--- src/rtl/sdm_dac.sv ---
// -----------------------------------------------------------------------------
// sdm_dac -- first-order sigma-delta DAC front end
//
// Takes N-bit unsigned samples over a valid/ready handshake. Each sample is
// played for OSR clock cycles as a 1-bit pulse-density stream whose
// ones-density is sample/2^N; an external RC filter recovers the analog level.
// A one-entry holding register lets upstream deliver the next sample while the
// current one is still playing.
//
// Parameters:
//   N    sample resolution in bits (2..16)
//   OSR  clock cycles per sample (>= 2)
//
// Ports:
//   clk           system clock, all state on rising edge
//   rst           asynchronous active-high reset
//   en            modulator enable; low forces IDLE (hold buffer kept)
//   sample_in     unsigned sample, 0 = zero scale
//   sample_valid  sample_in valid
//   sample_ready  holding register can accept a sample this cycle
//   dac_out       registered pulse-density bit
//   busy          high while modulating (RUN)
//   underrun      one-cycle pulse: sample period ended with empty hold register
//
// Optional build macro:
//   SDM_DITHER_EN  adds a 16-bit Fibonacci LFSR (taps 16,14,13,11, seed
//                  16'hACE1) whose bit 0 is used as carry-in to the
//                  accumulator sum, breaking up idle tones.
// -----------------------------------------------------------------------------
module sdm_dac #(
    parameter int N   = 8,
    parameter int OSR = 16
) (
    input  logic         clk,
    input  logic         rst,
    input  logic         en,
    input  logic [N-1:0] sample_in,
    input  logic         sample_valid,
    output logic         sample_ready,
    output logic         dac_out,
    output logic         busy,
    output logic         underrun
);

    localparam int CW = (OSR > 1) ? $clog2(OSR) : 1;

    typedef enum logic {
        IDLE = 1'b0,
        RUN  = 1'b1
    } state_t;

    state_t         state_reg;
    logic [N-1:0]   acc_reg;
    logic [N-1:0]   active_reg;
    logic [N-1:0]   hold_reg;
    logic           hold_full_reg;
    logic [CW-1:0]  osr_cnt_reg;
    logic           dac_out_reg;
    logic           busy_reg;
    logic           underrun_reg;

    logic           boundary;
    logic           load_now;
    logic           transfer;
    logic           cin;
    logic [N:0]     sum;

    // Last cycle of a sample period.
    assign boundary = (state_reg == RUN) && (osr_cnt_reg == CW'(OSR - 1));

    // Hold moves into active either on start-up from IDLE or at a period end.
    assign load_now = en && hold_full_reg && ((state_reg == IDLE) || boundary);

    // A drain and a fill may happen on the same cycle.
    assign sample_ready = en && (!hold_full_reg || load_now);
    assign transfer     = sample_valid && sample_ready;

    // Top bit of the (N+1)-bit sum is the modulator output; the low N bits
    // are the residue carried into the next cycle.
    assign sum = {1'b0, acc_reg} + {1'b0, active_reg} + {{N{1'b0}}, cin};

`ifdef SDM_DITHER_EN
    logic [15:0] lfsr_reg;

    // Free-running while modulating; deliberately untouched by en so the
    // sequence does not restart identically after every enable.
    always_ff @(posedge clk or posedge rst) begin
        if (rst) begin
            lfsr_reg <= 16'hACE1;
        end else if (state_reg == RUN) begin
            lfsr_reg <= {lfsr_reg[14:0],
                         lfsr_reg[15] ^ lfsr_reg[13] ^ lfsr_reg[12] ^ lfsr_reg[10]};
        end
    end

    assign cin = lfsr_reg[0];
`else
    assign cin = 1'b0;
`endif

    // Holding register: a transfer always wins over a drain, which is what
    // makes the same-cycle drain-and-fill case keep hold_full set.
    always_ff @(posedge clk or posedge rst) begin
        if (rst) begin
            hold_reg      <= '0;
            hold_full_reg <= 1'b0;
        end else if (transfer) begin
            hold_reg      <= sample_in;
            hold_full_reg <= 1'b1;
        end else if (load_now) begin
            hold_full_reg <= 1'b0;
        end
    end

    // Modulator FSM.
    always_ff @(posedge clk or posedge rst) begin
        if (rst) begin
            state_reg    <= IDLE;
            acc_reg      <= '0;
            active_reg   <= '0;
            osr_cnt_reg  <= '0;
            dac_out_reg  <= 1'b0;
            busy_reg     <= 1'b0;
            underrun_reg <= 1'b0;
        end else begin
            underrun_reg <= 1'b0;
            if (!en) begin
                state_reg   <= IDLE;
                acc_reg     <= '0;
                active_reg  <= '0;
                osr_cnt_reg <= '0;
                dac_out_reg <= 1'b0;
                busy_reg    <= 1'b0;
            end else begin
                case (state_reg)
                    IDLE: begin
                        acc_reg     <= '0;
                        osr_cnt_reg <= '0;
                        dac_out_reg <= 1'b0;
                        if (hold_full_reg) begin
                            active_reg <= hold_reg;
                            state_reg  <= RUN;
                            busy_reg   <= 1'b1;
                        end else begin
                            busy_reg   <= 1'b0;
                        end
                    end
                    RUN: begin
                        busy_reg    <= 1'b1;
                        acc_reg     <= sum[N-1:0];
                        dac_out_reg <= sum[N];
                        if (boundary) begin
                            osr_cnt_reg <= '0;
                            // acc is not cleared here: the quantisation
                            // error carries over into the next sample.
                            if (hold_full_reg) begin
                                active_reg <= hold_reg;
                            end else begin
                                underrun_reg <= 1'b1;
                            end
                        end else begin
                            osr_cnt_reg <= osr_cnt_reg + CW'(1);
                        end
                    end
                endcase
            end
        end
    end

    assign dac_out  = dac_out_reg;
    assign busy     = busy_reg;
    assign underrun = underrun_reg;

endmodule

--- config.mk ---
export PLATFORM = sky130hd
export DESIGN_NAME = sdm_dac
export DESIGN_NICKNAME = d
export VERILOG_FILES = /design/src/rtl/sdm_dac.sv
export SDC_FILE = /design/constraint.sdc
export NUM_CORES = 1
export LEC_CHECK = 0
export CAP_MARGIN = 20
export CORE_ASPECT_RATIO = 1.25
export CORE_MARGIN = 1
export CORE_UTILIZATION = 55
export CTS_CLUSTER_DIAMETER = 60
export DETAILED_ROUTE_END_ITERATION = 8
export PLACE_DENSITY = 0.78
export SETUP_SLACK_MARGIN = 0.02
export SLEW_MARGIN = 10
export SYNTH_ARGS = -nofsm -noshare
export SYNTH_HDL_FRONTEND = slang
export SYNTH_SLANG_ARGS = --single-unit
--- constraint.sdc ---
create_clock -name clk -period 2.3 [get_ports clk]
set_clock_uncertainty 0.2 [all_clocks]
set_input_delay 0.46 -clock clk [delete_from_list [all_inputs] [get_ports clk]]
set_output_delay 0.46 -clock clk [all_outputs]
set_load 0.005 [all_outputs]
# ---- After elaboration in Yosys (flattened, before gate mapping)
# Cells that the tools add are included.
dict set report word_totals {
  regBits 33
  input_bits 12
  output_inout_bits 4
  wordCells 45
}
dict set report op_classes {
  add_sub_neg 2
  n_eq_ne 2
  muxes 22
  bitwise 1
  n_reduce_logical 9
}
# cell count
set op_table {}
lappend op_table {{8-bit two-way mux} 4}
lappend op_table {{8-bit case mux with 2 select lines} 2}
lappend op_table {{1-bit two-way mux} 11}
lappend op_table {{8-bit by 8-bit adder with 9-bit output} 1}
lappend op_table {{4-bit two-way mux} 2}
lappend op_table {{4-bit case mux with 2 select lines} 1}
lappend op_table {{1-bit logical AND} 5}
lappend op_table {{4-bit by 1-bit adder with 4-bit output (second input constant)} 1}
lappend op_table {{4-bit equality test (second input constant)} 1}
lappend op_table {{1-bit case mux with 2 select lines} 2}
lappend op_table {{3-bit by 2-bit != test with 1-bit output (second input constant)} 1}
lappend op_table {{1-bit logical OR} 2}
lappend op_table {{2-bit nonzero test} 1}
lappend op_table {{1-bit logical NOT} 1}
lappend op_table {{1-bit inverter} 1}

# ---- Depth between registers and ports, before layout
# Gate-level depths: netlist (run 1).
dict set report depth {
  ltp_word 8
  ltp_mapped 6
  depth_no_buf 6
}

# ---- Least setup slack after synthesis (run 1)
# Ideal clock, no wire load.
dict set report synth_path {
  path_type {register -> register}
  start {reg acc_reg[0]}
  end {reg dac_out_reg, in the netlist dac_out}
  setup_time_ps 120
  arrival_ps 1658
  t_required_ps 1980
  setup_slack_ps 321
  stages_incl_launch_ff 7
  path_buffers 0
  synth_period_minus_slack_ps 1979
  path_cell_list {dfrtp_1 > ha_1 > fa_1 > a211oi_1 > o21a_1 > o21ai_0 > o211a_1}
}
dict set report synth_via {
  elab_chain_cells 3
}
# element line_no
set synth_lines {}
lappend synth_lines {{start: declaration} 53} ;# logic [N-1:0] acc_reg;
lappend synth_lines {{start signal: assignment} 150} ;# acc_reg <= sum[N-1:0];
lappend synth_lines {{8-bit by 8-bit adder with 9-bit output} 80} ;# assign sum = {1'b0, acc_reg} + {1'b0, active_reg} + {{N{1'b0}}, cin};
lappend synth_lines {{1-bit case mux with 2 select lines} 135} ;# case (state_reg)
lappend synth_lines {{1-bit two-way mux} 127} ;# if (!en) begin
lappend synth_lines {{end signal: assignment} 151} ;# dac_out_reg <= sum[N];
lappend synth_lines {{end: declaration} 58} ;# logic dac_out_reg;
# Every way passes these cells.
# A chain may end at the register's enable or synchronous reset.

# ---- Worst setup path after layout (run 1)
dict set report layout_path {
  start {reg active_reg[0]}
  end {reg dac_out_reg, in the netlist dac_out}
}
dict set report layout_via {
  elab_chain_cells 3
}
# element line_no
set layout_lines {}
lappend layout_lines {{start: declaration} 54} ;# logic [N-1:0] active_reg;
lappend layout_lines {{start signal: assignment} 141} ;# active_reg <= hold_reg;
lappend layout_lines {{start signal: assignment} 157} ;# active_reg <= hold_reg;
lappend layout_lines {{8-bit by 8-bit adder with 9-bit output} 80}
lappend layout_lines {{1-bit case mux with 2 select lines} 135}
lappend layout_lines {{1-bit two-way mux} 127}
# Every way passes these cells.

==> impl_metrics.prom, run 1 <==
# TYPE chip_impl_metric gauge
chip_impl_info{name="run_status",value="complete, no violations"} 1
chip_impl_metric{name="worstSkewPairLatency",unit="ns"} 0.34
chip_impl_metric{name="via_count_of_the_first_global_routing_pass",unit=""} 1132
chip_impl_metric{name="max-clock-path-buffers",unit=""} 2
chip_impl_metric{name="report.final.hold_viol_count",unit=""} 0
chip_impl_metric{name="placed_cell_area",unit="mm^2"} 0.001795
chip_impl_metric{name="initial_core_util",unit="%"} 58.31
chip_impl_info{name="worstHoldPathType",value="input port to async pin"} 1
chip_impl_metric{name="track_usage",unit="%"} 22.81
chip_impl_metric{name="synth_nets",unit=""} 156
chip_impl_metric{name="reg2regPathDepth",unit=""} 6
chip_impl_metric{name="count_of_standard_cell_rows",unit=""} 21
chip_impl_info{name="critical_path.reg2reg.endpoint",value="dac_out$_DFF_PP0_"} 1
chip_impl_info{name="cts.root.buffer_cell",value="clkbuf_4"} 1
chip_impl_metric{name="cts-buffers-inserted",unit=""} 5
chip_impl_metric{name="route.met3.wl",unit="um"} 105
chip_impl_metric{name="num_vias",unit=""} 1122
chip_impl_metric{name="avgViaCountPerCell",unit=""} 5.667
chip_impl_metric{name="postLayoutCellArea",unit="mm^2"} 0.001911
chip_impl_info{name="top_signal_layer_used",value="met4"} 1
chip_impl_info{name="crit_path_start_kind",value="flop"} 1
chip_impl_metric{name="synth_sequential_area_ratio",unit="%"} 51.24
chip_impl_metric{name="fin_util",unit="%"} 71.29
chip_impl_metric{name="floorplan.core_area",unit="mm^2"} 0.002680
chip_impl_metric{name="synth_top_area_share",unit="%"} 51.24
chip_impl_metric{name="setup_violations",unit=""} 0
chip_impl_metric{name="ant_nets",unit=""} 0
chip_impl_info{name="crit_end",value="dac_out$_DFF_PP0_"} 1
chip_impl_metric{name="first_pass_iters",unit=""} 4
chip_impl_metric{name="synthesis.instances",unit=""} 134
chip_impl_metric{name="fp.dieW",unit="um"} 49.68
chip_impl_metric{name="ys_types",unit=""} 37
chip_impl_info{name="crit_type",value="flop to flop"} 1
chip_impl_metric{name="final_nets",unit=""} 185
chip_impl_info{name="setup.worst_path.end_class",value="flop"} 1
chip_impl_metric{name="finalHoldWorstSlack",unit="ns"} 0.2833
chip_impl_info{name="crit-reg2reg-launch",value="active_reg[0]$_DFFE_PP0P_"} 1
chip_impl_metric{name="yosys_warnings",unit=""} 0
chip_impl_metric{name="clock.fmax",unit="MHz"} 469.1
chip_impl_metric{name="number_of_pins_exceeding_their_max_slew_limit_in_the_final_report",unit=""} 0
chip_impl_metric{name="drc_errors",unit=""} 0
chip_impl_metric{name="crit_arrival",unit="ns"} 2.17
chip_impl_metric{name="synth-edff-count",unit=""} 0
chip_impl_metric{name="slew_headroom",unit="%"} 73.96
chip_impl_metric{name="drv_cap",unit=""} 0
chip_impl_metric{name="synth-async-reset-ratio",unit="%"} 100.0
chip_impl_metric{name="fin_crit",unit="ns"} 2.132
chip_impl_info{name="unrepaired_setup_endpoints_after_global_routing",value="no"} 1
chip_impl_metric{name="share_of_cells_above_drive_strength_1",unit="%"} 18.90
chip_impl_metric{name="clock_tree.htree_level_count",unit=""} 2
chip_impl_metric{name="fill_cells",unit=""} 208
chip_impl_metric{name="number_of_antenna_violations_at_the_first_check_in_global_routing",unit=""} 0
chip_impl_metric{name="critical_path_peak_fanout",unit=""} 3
chip_impl_metric{name="grt_remaining_overflow",unit=""} 0
chip_impl_metric{name="met2_wirelength",unit="um"} 1552
chip_impl_metric{name="ff_latch_area",unit="um^2"} 800.8
chip_impl_metric{name="placed_cells_incl_taps",unit=""} 188
chip_impl_metric{name="antenna_cells",unit=""} 0
chip_impl_metric{name="ir_worst_vdd",unit="V"} 0.0006174
chip_impl_metric{name="finish.cell_count_without_fillers",unit=""} 198
chip_impl_metric{name="io_buf_count",unit=""} 15
chip_impl_metric{name="hpwl",unit="um"} 2073
chip_impl_metric{name="cts_sinks",unit=""} 32
chip_impl_metric{name="routabilityCongestion",unit=""} 0.8182
chip_impl_metric{name="met1Wirelength",unit="um"} 1288
chip_impl_metric{name="die_y",unit="um"} 61.60
chip_impl_metric{name="grt_start_max_net_pins",unit=""} 33
chip_impl_metric{name="area_of_the_multi_input_gates",unit="um^2"} 759.5
chip_impl_metric{name="power.static_leakage",unit="nW"} 0.8970
chip_impl_metric{name="worstPathRequired",unit="ns"} 2.33
chip_impl_metric{name="post-route-period-util",unit="%"} 92.69
chip_impl_info{name="synth_largest_area_cell",value="dfrtp_1"} 1
chip_impl_metric{name="totalWireLength",unit="um"} 3003
chip_impl_metric{name="area_growth_from_synthesis_to_layout",unit="%"} 22.26
chip_impl_metric{name="dieArea",unit="mm^2"} 0.003060
chip_impl_metric{name="syn-mean-instance-area",unit="um^2"} 11.66
chip_impl_info{name="ys_dominant_reg_cell",value="dfrtp_1"} 1
chip_impl_metric{name="wire_length_of_the_first_global_routing_pass",unit="um"} 4961
chip_impl_metric{name="io-pin-count",unit=""} 16
chip_impl_info{name="cts_tree",value="done"} 1
chip_impl_metric{name="power.density_cell_area",unit="mW/mm^2"} 882.2
chip_impl_metric{name="setup_slack_of_the_worst_register_to_register_path",unit="ns"} 0.17
chip_impl_metric{name="mappedNetlistArea",unit="mm^2"} 0.001563
chip_impl_info{name="critical_path_origin",value="active_reg[0]$_DFFE_PP0P_"} 1
chip_impl_metric{name="wl_per_cell",unit="um"} 15.17
chip_impl_metric{name="synth.ff_latch_count",unit=""} 32
chip_impl_metric{name="drt_iter0_drc",unit=""} 26
chip_impl_metric{name="tightest_slew",unit="ns"} 0.3907
chip_impl_metric{name="clkTransAtPathRegs",unit="ns"} 0.10
chip_impl_info{name="yosys-top-cells-area",value="dfrtp_1, ha_1, mux2_2"} 1
==> power by group <==
part,total [mW],internal [mW],leakage [nW],switching (mW)
sequential,0.775,0.682,0.418,0.0928
clock,0.420,0.228,0.0422,0.193
combinational,0.491,0.253,0.437,0.238
total,1.69,1.16,0.897,0.524
==> Yosys cell counts (2+ instances only) <==
cell type  number
nand3b_1        2
nand2_1         2
mux2_2          8
a21oi_1         4
o211ai_1        2
mux2i_1         8
dfrtp_1        32
nor3b_1         2
nor3_1          2
a31oi_1         2
o21ai_0         9
ha_1            9
and3_1          3
a21o_1          2
nor2_1         18
inv_1           3
a211oi_1        4
xnor2_1         2
o21bai_1        2
==> per-layer routing <==
metal	up-vias	global-route usage, %
li1	547	-
met5	-	0
met1	549	26.31
met3	5	6.667
met4	0	11.02
met2	21	39.38
==> worst min path at each step <==
stage	startpoint	end	slack [ns]
floorplan	osr_cnt_reg[0]$_DFF_PP0_	osr_cnt_reg[0]$_DFF_PP0_	0.26
global placement	osr_cnt_reg[0]$_DFF_PP0_	osr_cnt_reg[0]$_DFF_PP0_	0.27
detailed placement	osr_cnt_reg[0]$_DFF_PP0_	osr_cnt_reg[0]$_DFF_PP0_	0.28
CTS	rst	hold_reg[2]$_DFFE_PP0P_	0.29
global route	rst	hold_reg[2]$_DFFE_PP0P_	0.32
finish	rst	hold_reg[2]$_DFFE_PP0P_	0.28
==> critical path, cell delays in order (launching register included) <==
cell,delay (ns)
dfrtp_1,0.41
ha_1,0.23
fa_1,0.45
a211oi_2,0.33
o21a_1,0.19
o21ai_0,0.10
o211a_1,0.12
==> cell usage in the layout (no fill, tap or decap), drive strengths merged, types with 6 or more instances in the layout <==
cell | synthesis | final
mux2i | 8 | 8
ha | 9 | 9
o21ai | 9 | 9
dfrtp | 32 | 32
nor2 | 18 | 18
clkbuf | 0 | 6
buf | 2 | 9
mux2 | 8 | 8
clkdlybuf4s50 | 0 | 14
==> kinds of logic (layout without fill, tap and decap cells) <==
family / Yosys count / count (layout) / synth area share [%]
flops: 32 / 32 / 51.24
mux: 16 / 16 / 10.89
simple gates: 37 / 37 / 12.49
compound gates: 31 / 31 / 14.01
buf+inv: 6 / 36 / 1.761
fa+ha+maj: 10 / 10 / 8.487
xor+xnor: 2 / 2 / 1.121
==> what timing repair did <==
item | CTS | global route
endpoints found under the hold margin | 0 | 0
hold buffers | 0 | 0
endpoints found under the setup margin | 1 | 2
resized for setup | 4 | 1
buffers inserted | 2 | 0
==> through the flow <==
step	TNS (ns)	total power [mW]	worst slack [ns]
after detailed placement	-0.02564	1.266	-0.02564
after global routing	0	1.792	0.05288
after global placement	-0.01565	1.240	-0.01565
final	0	1.686	0.1682
after CTS	0	1.698	0.1179
after floorplan	0	1.119	0.3214
==> area by class of cell <==
class	count	area share, %
sequential	32	41.91
multi-input combinational	96	39.75
timing repair buffer	24	11.33
tap	34	2.227
clock buffer	6	2.161
clock inverter	2	1.834
inverter	4	0.7859
(Power assumes the default switching activity.)
==> run 2, diff against run 1 <==
--- a/config.mk
+++ b/config.mk
@@ -7,7 +7,6 @@
 export LEC_CHECK = 0
 export CAP_MARGIN = 20
 export CORE_ASPECT_RATIO = 1.25
-export CORE_MARGIN = 1
 export CORE_UTILIZATION = 55
 export CTS_CLUSTER_DIAMETER = 60
 export DETAILED_ROUTE_END_ITERATION = 8
==> results of run 2 <==
Final layout, timing and power as in run 1 (identical DEF).
